File: src/rtl/cpu31_pkg.sv
// rtl/cpu31_pkg.sv - shared constants for the EX-stage divider
package cpu31_pkg;

    // Operand/result width of the integer divider.
    localparam int DIV_WIDTH = 32;

    // Divider FSM state encoding.
    localparam logic [1:0] DIV_IDLE = 2'b00;
    localparam logic [1:0] DIV_RUN  = 2'b01;
    localparam logic [1:0] DIV_DONE = 2'b10;

    // Quotient reported for a division by zero.
    localparam logic [DIV_WIDTH-1:0] DIV0_QUOT = {DIV_WIDTH{1'b1}};

endpackage

File: src/rtl/div_step.sv
// rtl/div_step.sv - one combinational restoring-division iteration
//
// Ports:
//   rem          partial remainder before this step (always < divisor)
//   dividend_msb next dividend bit shifted into the remainder
//   divisor      divisor magnitude
//   rem_next     partial remainder after this step
//   qbit         quotient bit produced by this step
import cpu31_pkg::*;

module div_step #(
    parameter int WIDTH = DIV_WIDTH
) (
    input  logic [WIDTH-1:0] rem,
    input  logic             dividend_msb,
    input  logic [WIDTH-1:0] divisor,
    output logic [WIDTH-1:0] rem_next,
    output logic             qbit
);

    logic [WIDTH:0] rem_shift;
    logic [WIDTH:0] diff;

    // The shifted remainder is kept one bit wider so that divisors with
    // the MSB set still compare correctly in unsigned mode.
    assign rem_shift = {rem, dividend_msb};
    assign diff      = rem_shift - {1'b0, divisor};

    // No borrow means rem_shift >= divisor.
    assign qbit      = ~diff[WIDTH];
    assign rem_next  = qbit ? diff[WIDTH-1:0] : rem_shift[WIDTH-1:0];

endmodule

File: src/rtl/div_unit.sv
// rtl/div_unit.sv - multi-cycle signed/unsigned integer divider (DIV/DIVU)
//
// Ports:
//   clk       system clock, rising edge
//   rst       synchronous active-low reset
//   start     request a division, sampled only while idle
//   sign      1 = signed (DIV), 0 = unsigned (DIVU)
//   a, b      dividend, divisor
//   q, r      quotient (LO), remainder (HI), held until the next result
//   busy      high while a division is in progress or completing
//   done      one-cycle pulse, q/r valid
//   div_zero  last division had b == 0
import cpu31_pkg::*;

module div_unit #(
    parameter int WIDTH = DIV_WIDTH
) (
    input  logic             clk,
    input  logic             rst,
    input  logic             start,
    input  logic             sign,
    input  logic [WIDTH-1:0] a,
    input  logic [WIDTH-1:0] b,
    output logic [WIDTH-1:0] q,
    output logic [WIDTH-1:0] r,
    output logic             busy,
    output logic             done,
    output logic             div_zero
);

    localparam int CW = $clog2(WIDTH + 1);

    logic [1:0]       state;
    logic [CW-1:0]    count;
    logic [WIDTH-1:0] dvd;      // dividend shifting out, quotient shifting in
    logic [WIDTH-1:0] dvs;      // divisor magnitude
    logic [WIDTH-1:0] rem;      // partial remainder
    logic             neg_q;
    logic             neg_r;
    logic             zero;

    logic             a_neg;
    logic             b_neg;
    logic [WIDTH-1:0] a_mag;
    logic [WIDTH-1:0] b_mag;
    logic [WIDTH-1:0] rem_next;
    logic             qbit;

    assign a_neg = sign & a[WIDTH-1];
    assign b_neg = sign & b[WIDTH-1];
    assign a_mag = a_neg ? (~a + 1'b1) : a;
    assign b_mag = b_neg ? (~b + 1'b1) : b;

    div_step #(.WIDTH(WIDTH)) u_step (
        .rem          (rem),
        .dividend_msb (dvd[WIDTH-1]),
        .divisor      (dvs),
        .rem_next     (rem_next),
        .qbit         (qbit)
    );

    assign busy = (state != DIV_IDLE);
    assign done = (state == DIV_DONE);

    // RUN performs one step per cycle while count is non-zero; the cycle
    // with count == 0 applies sign correction and enters DONE. A division
    // by zero enters RUN with count == 0, so it only spends that final cycle.
    always_ff @(posedge clk) begin
        if (!rst) begin
            state    <= DIV_IDLE;
            count    <= '0;
            dvd      <= '0;
            dvs      <= '0;
            rem      <= '0;
            neg_q    <= 1'b0;
            neg_r    <= 1'b0;
            zero     <= 1'b0;
            q        <= '0;
            r        <= '0;
            div_zero <= 1'b0;
        end else begin
            case (state)
                DIV_IDLE: begin
                    if (start) begin
                        state <= DIV_RUN;
                        neg_q <= sign & (a[WIDTH-1] ^ b[WIDTH-1]);
                        neg_r <= a_neg;
                        rem   <= '0;
                        dvs   <= b_mag;
                        if (b == '0) begin
                            zero  <= 1'b1;
                            dvd   <= a;     // raw dividend becomes r
                            count <= '0;
                        end else begin
                            zero  <= 1'b0;
                            dvd   <= a_mag;
                            count <= CW'(WIDTH);
                        end
                    end
                end
                DIV_RUN: begin
                    if (count != '0) begin
                        rem   <= rem_next;
                        dvd   <= {dvd[WIDTH-2:0], qbit};
                        count <= count - 1'b1;
                    end else begin
                        state <= DIV_DONE;
                        if (zero) begin
                            q        <= {WIDTH{1'b1}};
                            r        <= dvd;
                            div_zero <= 1'b1;
                        end else begin
                            q        <= neg_q ? (~dvd + 1'b1) : dvd;
                            r        <= neg_r ? (~rem + 1'b1) : rem;
                            div_zero <= 1'b0;
                        end
                    end
                end
                DIV_DONE: state <= DIV_IDLE;
                default:  state <= DIV_IDLE;
            endcase
        end
    end

endmodule
File: config.mk
export PLATFORM = sky130hd
export DESIGN_NAME = div_unit
export DESIGN_NICKNAME = d
export VERILOG_FILES = /design/src/rtl/cpu31_pkg.sv /design/src/rtl/div_step.sv /design/src/rtl/div_unit.sv
export SDC_FILE = /design/constraint.sdc
export NUM_CORES = 1
export LEC_CHECK = 0
export CAP_MARGIN = 20
export CORE_UTILIZATION = 57
export DETAILED_ROUTE_END_ITERATION = 8
export PLACE_DENSITY_LB_ADDON = 0.12
export SYNTH_ARGS = -nofsm -noshare
export SYNTH_HDL_FRONTEND = slang
export SYNTH_SLANG_ARGS = --single-unit
File: constraint.sdc
create_clock -name clk -period 3.8 [get_ports clk]
set_input_delay 0.76 -clock clk [delete_from_list [all_inputs] [get_ports clk]]
set_output_delay 0.76 -clock clk [all_outputs]
set_load 0.03 [all_outputs]
==> flow_metrics.py, run 1 <==
metrics = {
    "clock_tree": {
        "htreeDepth": 4,
        "cts_setup_buffers": 0,
        "cts-resized-gates": 0,
        "postCtsHoldBufs": 0,
        "cts_tree": "yes",
        "numCtsBuffers": 17,
        "cts_max_path_buffers": 2,
        "cts.sinks": 172,
        "path_clk_slew_ns": 0.07,
        "cts_root_buffer": "clkbuf_16",
        "clock_latency_ns": 0.43,
    },
    "die": {
        "start_util_pct": 58.68,
        "die_w_um": 141.5,
        "die_y_um": 141.5,
        "rows": 50,
        "fp.coreArea_um2": 18890,
        "die_area_um2": 20010,
        "ios": 135,
    },
    "status": {
        "outcome": "completed",
    },
    "place": {
        "placed_cell_area_um2": 12680,
        "gp_congestion": 0.9621,
        "hpwl_um": 22810,
        "portBuffers": 134,
    },
    "worst_setup_path": {
        "path_class": "register to register",
        "cp.arrival_ns": 3.74,
        "cp-end-kind": "register",
        "timing.critical_path.mode_cell": "buf_4",
        "critPathMaxStageDelay_ns": 0.49,
        "crit_chain": "inv_1 > ha_1 > fa_1 > nor2b_1 > o2111ai_1 > nand3_1 > nand2_1 > o21bai_1 > a21oi_1 > o21ai_1 > buf_4 > xor2_2 > buf_4 > mux2i_1 > o21ai_0",
        "cp_data_required_time_ns": 4.08,
        "cp_slowest_cell": "dfxtp_1",
        "critPathLaunchType": "register",
        "cp_max_fo": 9,
        "rr_worst_depth": 15,
    },
    "route": {
        "avgRoutedWirePerCell_um": 17.51,
        "drc": 0,
        "dr_total_vias": 10680,
        "drt-total-wl_um": 31240,
        "first_pass_iters": 6,
        "drt_iter0_drc": 994,
        "via_per_inst": 5.987,
        "ant_nets": 0,
    },
    "global_routing": {
        "track_usage_pct": 31.94,
        "grt_pass1_vias": 9733,
        "grt_pass1_wl_um": 50530,
        "gr-total-overflow": 0,
        "antenna_found_initial": 0,
        "grt_start_max_net_pins": 97,
    },
    "cells_and_area": {
        "areaGrowthSynthToFinish_pct": 19.71,
        "fill_cells": 1596,
        "final_core_util_pct": 70.24,
        "finalInstanceArea_um2": 13270,
        "drive_above_1_share_pct": 5.840,
        "fin_nets": 1618,
        "regArea_um2": 3445,
        "layout_common_cells": "nand2_1 (205), dfxtp_1 (171), o21ai_0 (146)",
        "diodes": 0,
        "final_common_cell": "nand2_1",
        "multiInputGateArea_um2": 7098,
    },
    "timing": {
        "maxSlewHeadroom_pct": 29.37,
        "max_freq_ghz": 0.2890,
        "finalHoldViolations": 0,
        "setup_tns_ns": 0,
        "finalSetupViolations": 0,
        "fin_crit_sh_pct": 91.07,
        "tightest_slew_ns": 1.060,
        "final-max-slew-violation-count": 0,
        "grt_setup_unrepaired": "false",
        "min_period_ns": 3.461,
        "clock_skew_ns": 0.008823,
    },
    "yosys": {
        "synth_area_leaders": "dfxtp_1 (31%), xor2_1 (7.9%), nand2_1 (6.9%)",
        "synth_cell_types": 70,
        "yosys.area.top_type": "dfxtp_1",
        "synth_flop_cell": "dfxtp_1",
        "synth_top_area_share_pct": 31.06,
        "synthesis.nets": 1518,
        "syn_area_per_cell_um2": 7.857,
        "postSynthCellCount": 1411,
        "ys_seq_area_share_pct": 31.06,
        "synthesis.area_um2": 11090,
        "synth_xor_area_share_pct": 12.08,
        "synth-compound-area-share_pct": 25.80,
        "synth_mux_area_share_pct": 2.257,
        "synthSimpleGateAreaFrac_pct": 19.33,
        "ys_ff_latch": 172,
        "synth_top_family_by_area": "compound AO/OA/AOI/OAI gates",
        "synth-edff-count": 0,
        "synthAdderAreaFrac_pct": 4.470,
        "synthArstFlopShare_pct": 0,
        "yosysWarnings": 0,
    },
    "pwr": {
        "p_total_w": 0.006363,
        "p_leak_nw": 5.340,
        "peakVddDrop_uv": 322.2,
        "powerDensity_nw_per_um2": 479.5,
    },
    "flow_run": {
        "cap_viol_max_count": 0,
    },
    "hold_path": {
        "min_path_cells": 2,
        "hp-class": "register to register",
    },
}
-- logic make-up (layout without fill, tap and decap cells) --
family,Yosys count,in the layout
DFF,172,172
buffers and inverters,140,253
muxes,25,25
AOI/OAI and AO/OA,444,444
xor gates and xnor gates,152,152
and+or+nand+nor,439,439
adders and majority gates,39,39
-- Yosys cell counts, types with 7 or more instances --
cell	number
nor2_1	57
nand4_1	9
or4_1	12
a21boi_0	29
o211a_1	31
mux2i_1	25
a21o_1	21
nor2b_1	13
and2_1	28
nor3_1	25
o211ai_1	7
ha_1	38
a22oi_1	15
or3_1	26
inv_1	52
xnor2_1	51
a21boi_1	8
a21oi_1	88
nand2_1	205
clkbuf_1	77
nor4_1	8
a211oi_1	7
nand3_1	18
o22ai_1	9
o41ai_1	9
o21ai_0	146
xor2_1	100
dfxtp_1	172
o31ai_1	36
-- registers in the layout, indices dropped and copies added, names as in the netlist --
name,count
dvd,32
dvs,32
q,32
r,32
rem,32
count,6
state,2
div_zero,1
neg_q,1
neg_r,1
zero,1
-- final timing paths --
kind                   startpoint                   end  slack (ns)
min reg2reg    r[27]$_SDFFE_PN0P_    r[27]$_SDFFE_PN0P_        0.45
min            r[27]$_SDFFE_PN0P_    r[27]$_SDFFE_PN0P_        0.45
max          dvd[31]$_SDFFE_PN0P_  rem[18]$_SDFFE_PN0P_        0.34
max reg2reg  dvd[31]$_SDFFE_PN0P_  rem[18]$_SDFFE_PN0P_        0.34
-- power breakdown --
group	internal [W]	switching, W
Combinational	0.000881	0.00134
Clock	0.000942	0.000833
Sequential	0.00206	0.000303
-- through the flow --
step / setup slack, ns / hold slack, ns / cells
2_1_floorplan: 0.6107 / 0.4410 / 1411
3_3_place_gp: 0.05574 / 0.4436 / 1752
3_5_place_dp: -0.02627 / 0.4487 / 1752
4_1_cts: 0.3982 / 0.4573 / 1784
5_1_grt: 0.1990 / 0.4768 / 1784
6_report: 0.3393 / 0.4544 / 1784
-- layout make-up --
| class | count | share of cell area, % |
|---|---|---|
| tap | 260 | 2.451 |
| clock inverter | 15 | 1.263 |
| clock buffer | 17 | 3.206 |
| timing repair buffer | 169 | 12.16 |
| inverter | 52 | 1.471 |
| multi-input combinational | 1099 | 53.49 |
| sequential | 172 | 25.96 |
-- metal layers --
layer	up-vias	global-route usage (%)	share of wire [%]
met5	-	0	0
met4	0	13.07	3.3
met3	48	3.611	6.1
met2	409	54.82	48
met1	5020	40.85	42
li1	5204	-	-
-- critical path, delay by kind of cell, from the launching register on --
family,cells,cell delay (ns)
simple gates,3,0.41
buf+inv,3,0.51
mux,1,0.19
compound gates,5,0.81
flops,1,0.49
fa+ha+maj,2,0.62
xor+xnor,1,0.25
Note: power is estimated with default switching activity, not from simulation.
==> inputs of run 2 (changes only) <==
--- a/config.mk
+++ b/config.mk
@@ -7,6 +7,7 @@
 export LEC_CHECK = 0
 export CAP_MARGIN = 20
 export CORE_UTILIZATION = 57
+export CTS_CLUSTER_SIZE = 30
 export DETAILED_ROUTE_END_ITERATION = 8
 export PLACE_DENSITY_LB_ADDON = 0.12
 export SYNTH_ARGS = -nofsm -noshare
==> results of run 2 <==
Final layout, timing and power as in run 1 (identical DEF).
==> inputs of run 3 (changes only) <==
--- a/config.mk
+++ b/config.mk
@@ -6,6 +6,7 @@
 export NUM_CORES = 1
 export LEC_CHECK = 0
 export CAP_MARGIN = 20
+export CORE_MARGIN = 2
 export CORE_UTILIZATION = 57
 export CTS_CLUSTER_SIZE = 30
 export DETAILED_ROUTE_END_ITERATION = 8
==> flow_metrics.py, run 3 (synthesized netlist as in run 1, its figures left out) <==
metrics = {
    "status": {
        "outcome": "completed",
    },
    "cells_and_area": {
        "areaGrowthSynthToFinish_pct": 20.41,
        "final_common_cell": "nand2_1",
        "fin_nets": 1625,
        "fill_cells": 1693,
        "regArea_um2": 3445,
        "multiInputGateArea_um2": 7098,
        "drive_above_1_share_pct": 6.270,
        "final_cells": 1796,
        "diodes": 0,
        "layout_common_cells": "nand2_1 (205), dfxtp_1 (171), o21ai_0 (146)",
    },
    "route": {
        "ant_nets": 0,
        "drt-total-wl_um": 30260,
        "avgRoutedWirePerCell_um": 16.85,
        "drc": 0,
        "via_per_inst": 5.898,
        "first_pass_iters": 5,
        "drt_iter0_drc": 790,
        "dr_total_vias": 10590,
    },
    "worst_setup_path": {
        "crit_chain": "clkdlybuf4s50_1 > or4_4 > or3_4 > nor3_4 > nand2_2 > or4_4 > nand2b_4 > or3_1 > nand3_1 > nand3_1 > a21boi_1",
        "path_class": "input port to register",
        "critPathLaunchType": "input port",
        "cp_max_fo": 3,
        "critPathMaxStageDelay_ns": 0.57,
        "r2r_end": "rem[21]$_SDFFE_PN0P_",
        "cp.arrival_ns": 3.82,
        "cp-end-kind": "register",
        "r2r_setup_slack_ns": 0.38,
        "reg2reg_from": "dvd[31]$_SDFFE_PN0P_",
        "cp_data_required_time_ns": 4.17,
        "cp_slowest_cell": "or4_4",
        "rr_worst_depth": 15,
    },
    "die": {
        "fp.coreArea_um2": 19270,
        "rows": 51,
        "die_area_um2": 20580,
        "start_util_pct": 57.52,
        "die_y_um": 143.5,
        "die_w_um": 143.5,
        "ios": 135,
    },
    "timing": {
        "fin_ws_ns": 0.3434,
        "max_freq_ghz": 0.2893,
        "clock_skew_ns": 0.01015,
        "finalSetupViolations": 0,
        "final-max-slew-violation-count": 0,
        "finalHoldViolations": 0,
        "tightest_slew_ns": 0.9959,
        "fin_crit_sh_pct": 90.96,
        "min_period_ns": 3.457,
        "grt_setup_unrepaired": "false",
        "maxSlewHeadroom_pct": 33.52,
    },
    "clock_tree": {
        "cts.sinks": 172,
        "cts_max_path_buffers": 2,
        "cts-resized-gates": 0,
        "clock_latency_ns": 0.44,
        "cts_setup_buffers": 0,
        "cts_tree": "yes",
        "postCtsHoldBufs": 0,
        "htreeDepth": 4,
        "numCtsBuffers": 17,
        "cts_root_buffer": "clkbuf_16",
        "path_clk_slew_ns": 0.07,
    },
    "pwr": {
        "peakVddDrop_uv": 310.3,
        "combPwrFrac_pct": 35.1,
        "switching_share_pct": 38.26,
        "seqPwrFrac_pct": 36.7,
        "powerDensity_nw_per_um2": 479.9,
        "p_sw_w": 0.002451,
        "p_clk_share_pct": 28.2,
        "internal_power_w": 0.003955,
        "p_leak_nw": 5.380,
    },
    "global_routing": {
        "grt_pass1_wl_um": 48360,
        "antenna_found_initial": 0,
        "grt_pass1_vias": 9545,
        "gr-total-overflow": 0,
        "grt_start_max_net_pins": 87,
        "track_usage_pct": 29.49,
    },
    "hold_path": {
        "holdPathEnd": "r[30]$_SDFFE_PN0P_",
        "hp-class": "register to register",
        "hold_start": "r[30]$_SDFFE_PN0P_",
        "min_path_cells": 2,
    },
    "place": {
        "portBuffers": 134,
        "hpwl_um": 22400,
        "dp.cells": 1764,
        "post-place-ws_ns": -0.03458,
        "gp_congestion": 0.9145,
    },
    "flow_run": {
        "cap_viol_max_count": 0,
    },
}
## run 3: worst max-delay path: cells and delay by family
| kind | cells | cell delay (ns) |
|---|---|---|
| buf+inv | 1 | 0.42 |
| simple gates | 9 | 2.50 |
| compound gates | 1 | 0.15 |
## run 3: area by class of cell
| cell class | instances | share of cell area, % |
|---|---|---|
| multi-input combinational | 1099 | 53.18 |
| sequential | 172 | 25.81 |
| timing repair buffer | 176 | 12.58 |
| clock buffer | 17 | 3.187 |
| tap | 265 | 2.484 |
| inverter | 52 | 1.462 |
| clock inverter | 15 | 1.303 |
## run 3: power by group through the flow
| stage | clock network, W | logic [W] | registers (W) |
|---|---|---|---|
| 6_report | 0.00181 | 0.00225 | 0.00235 |
| 5_1_grt | 0.00190 | 0.00247 | 0.00237 |
| 3_3_place_gp | 0 | 0.00219 | 0.00238 |
| 4_1_cts | 0.00182 | 0.00224 | 0.00234 |
| 2_1_floorplan | 0 | 0.00136 | 0.00245 |
| 3_5_place_dp | 0 | 0.00223 | 0.00238 |
## run 3: metal layers
metal  GRT usage, %  part of all wire [%]  vias to the layer above
li1               -                     -                     5218
met1          38.27                    44                     4967
met2          48.70                    46                      353
met3          3.665                   5.8                       55
met4          14.19                   4.3                        0
met5              0                     0                        -
## run 3: how the worst max path moves through the flow
stage / slack [ns] / to / from / depth (start not counted)
after floorplan: 0.61 / dvd[31]$_SDFFE_PN0P_ / a[10] / 10
after global placement: 0.008 / dvd[31]$_SDFFE_PN0P_ / a[10] / 11
after detailed placement: -0.03 / dvd[31]$_SDFFE_PN0P_ / a[10] / 11
after CTS: 0.38 / rem[21]$_SDFFE_PN0P_ / dvd[31]$_SDFFE_PN0P_ / 15
after global routing: 0.06 / rem[8]$_SDFFE_PN0P_ / dvd[31]$_SDFFE_PN0P_ / 15
final: 0.34 / dvd[31]$_SDFFE_PN0P_ / a[10] / 11
## run 3: metrics by stage
| step | total power (W) | util, % | cell area (µm²) | setup TNS, ns | hold slack, ns |
|---|---|---|---|---|---|
| 6_report | 0.006405 | 69.26 | 13350 | 0 | 0.4576 |
| 5_1_grt | 0.006741 | 69.26 | 13350 | 0 | 0.4776 |
| 4_1_cts | 0.006405 | 69.26 | 13350 | 0 | 0.4590 |
| 3_5_place_dp | 0.004604 | 66.15 | 12750 | -0.03458 | 0.4494 |
| 3_3_place_gp | 0.004562 | 66.15 | 12750 | 0 | 0.4443 |
| 2_1_floorplan | 0.003814 | - | 11090 | 0 | 0.4410 |
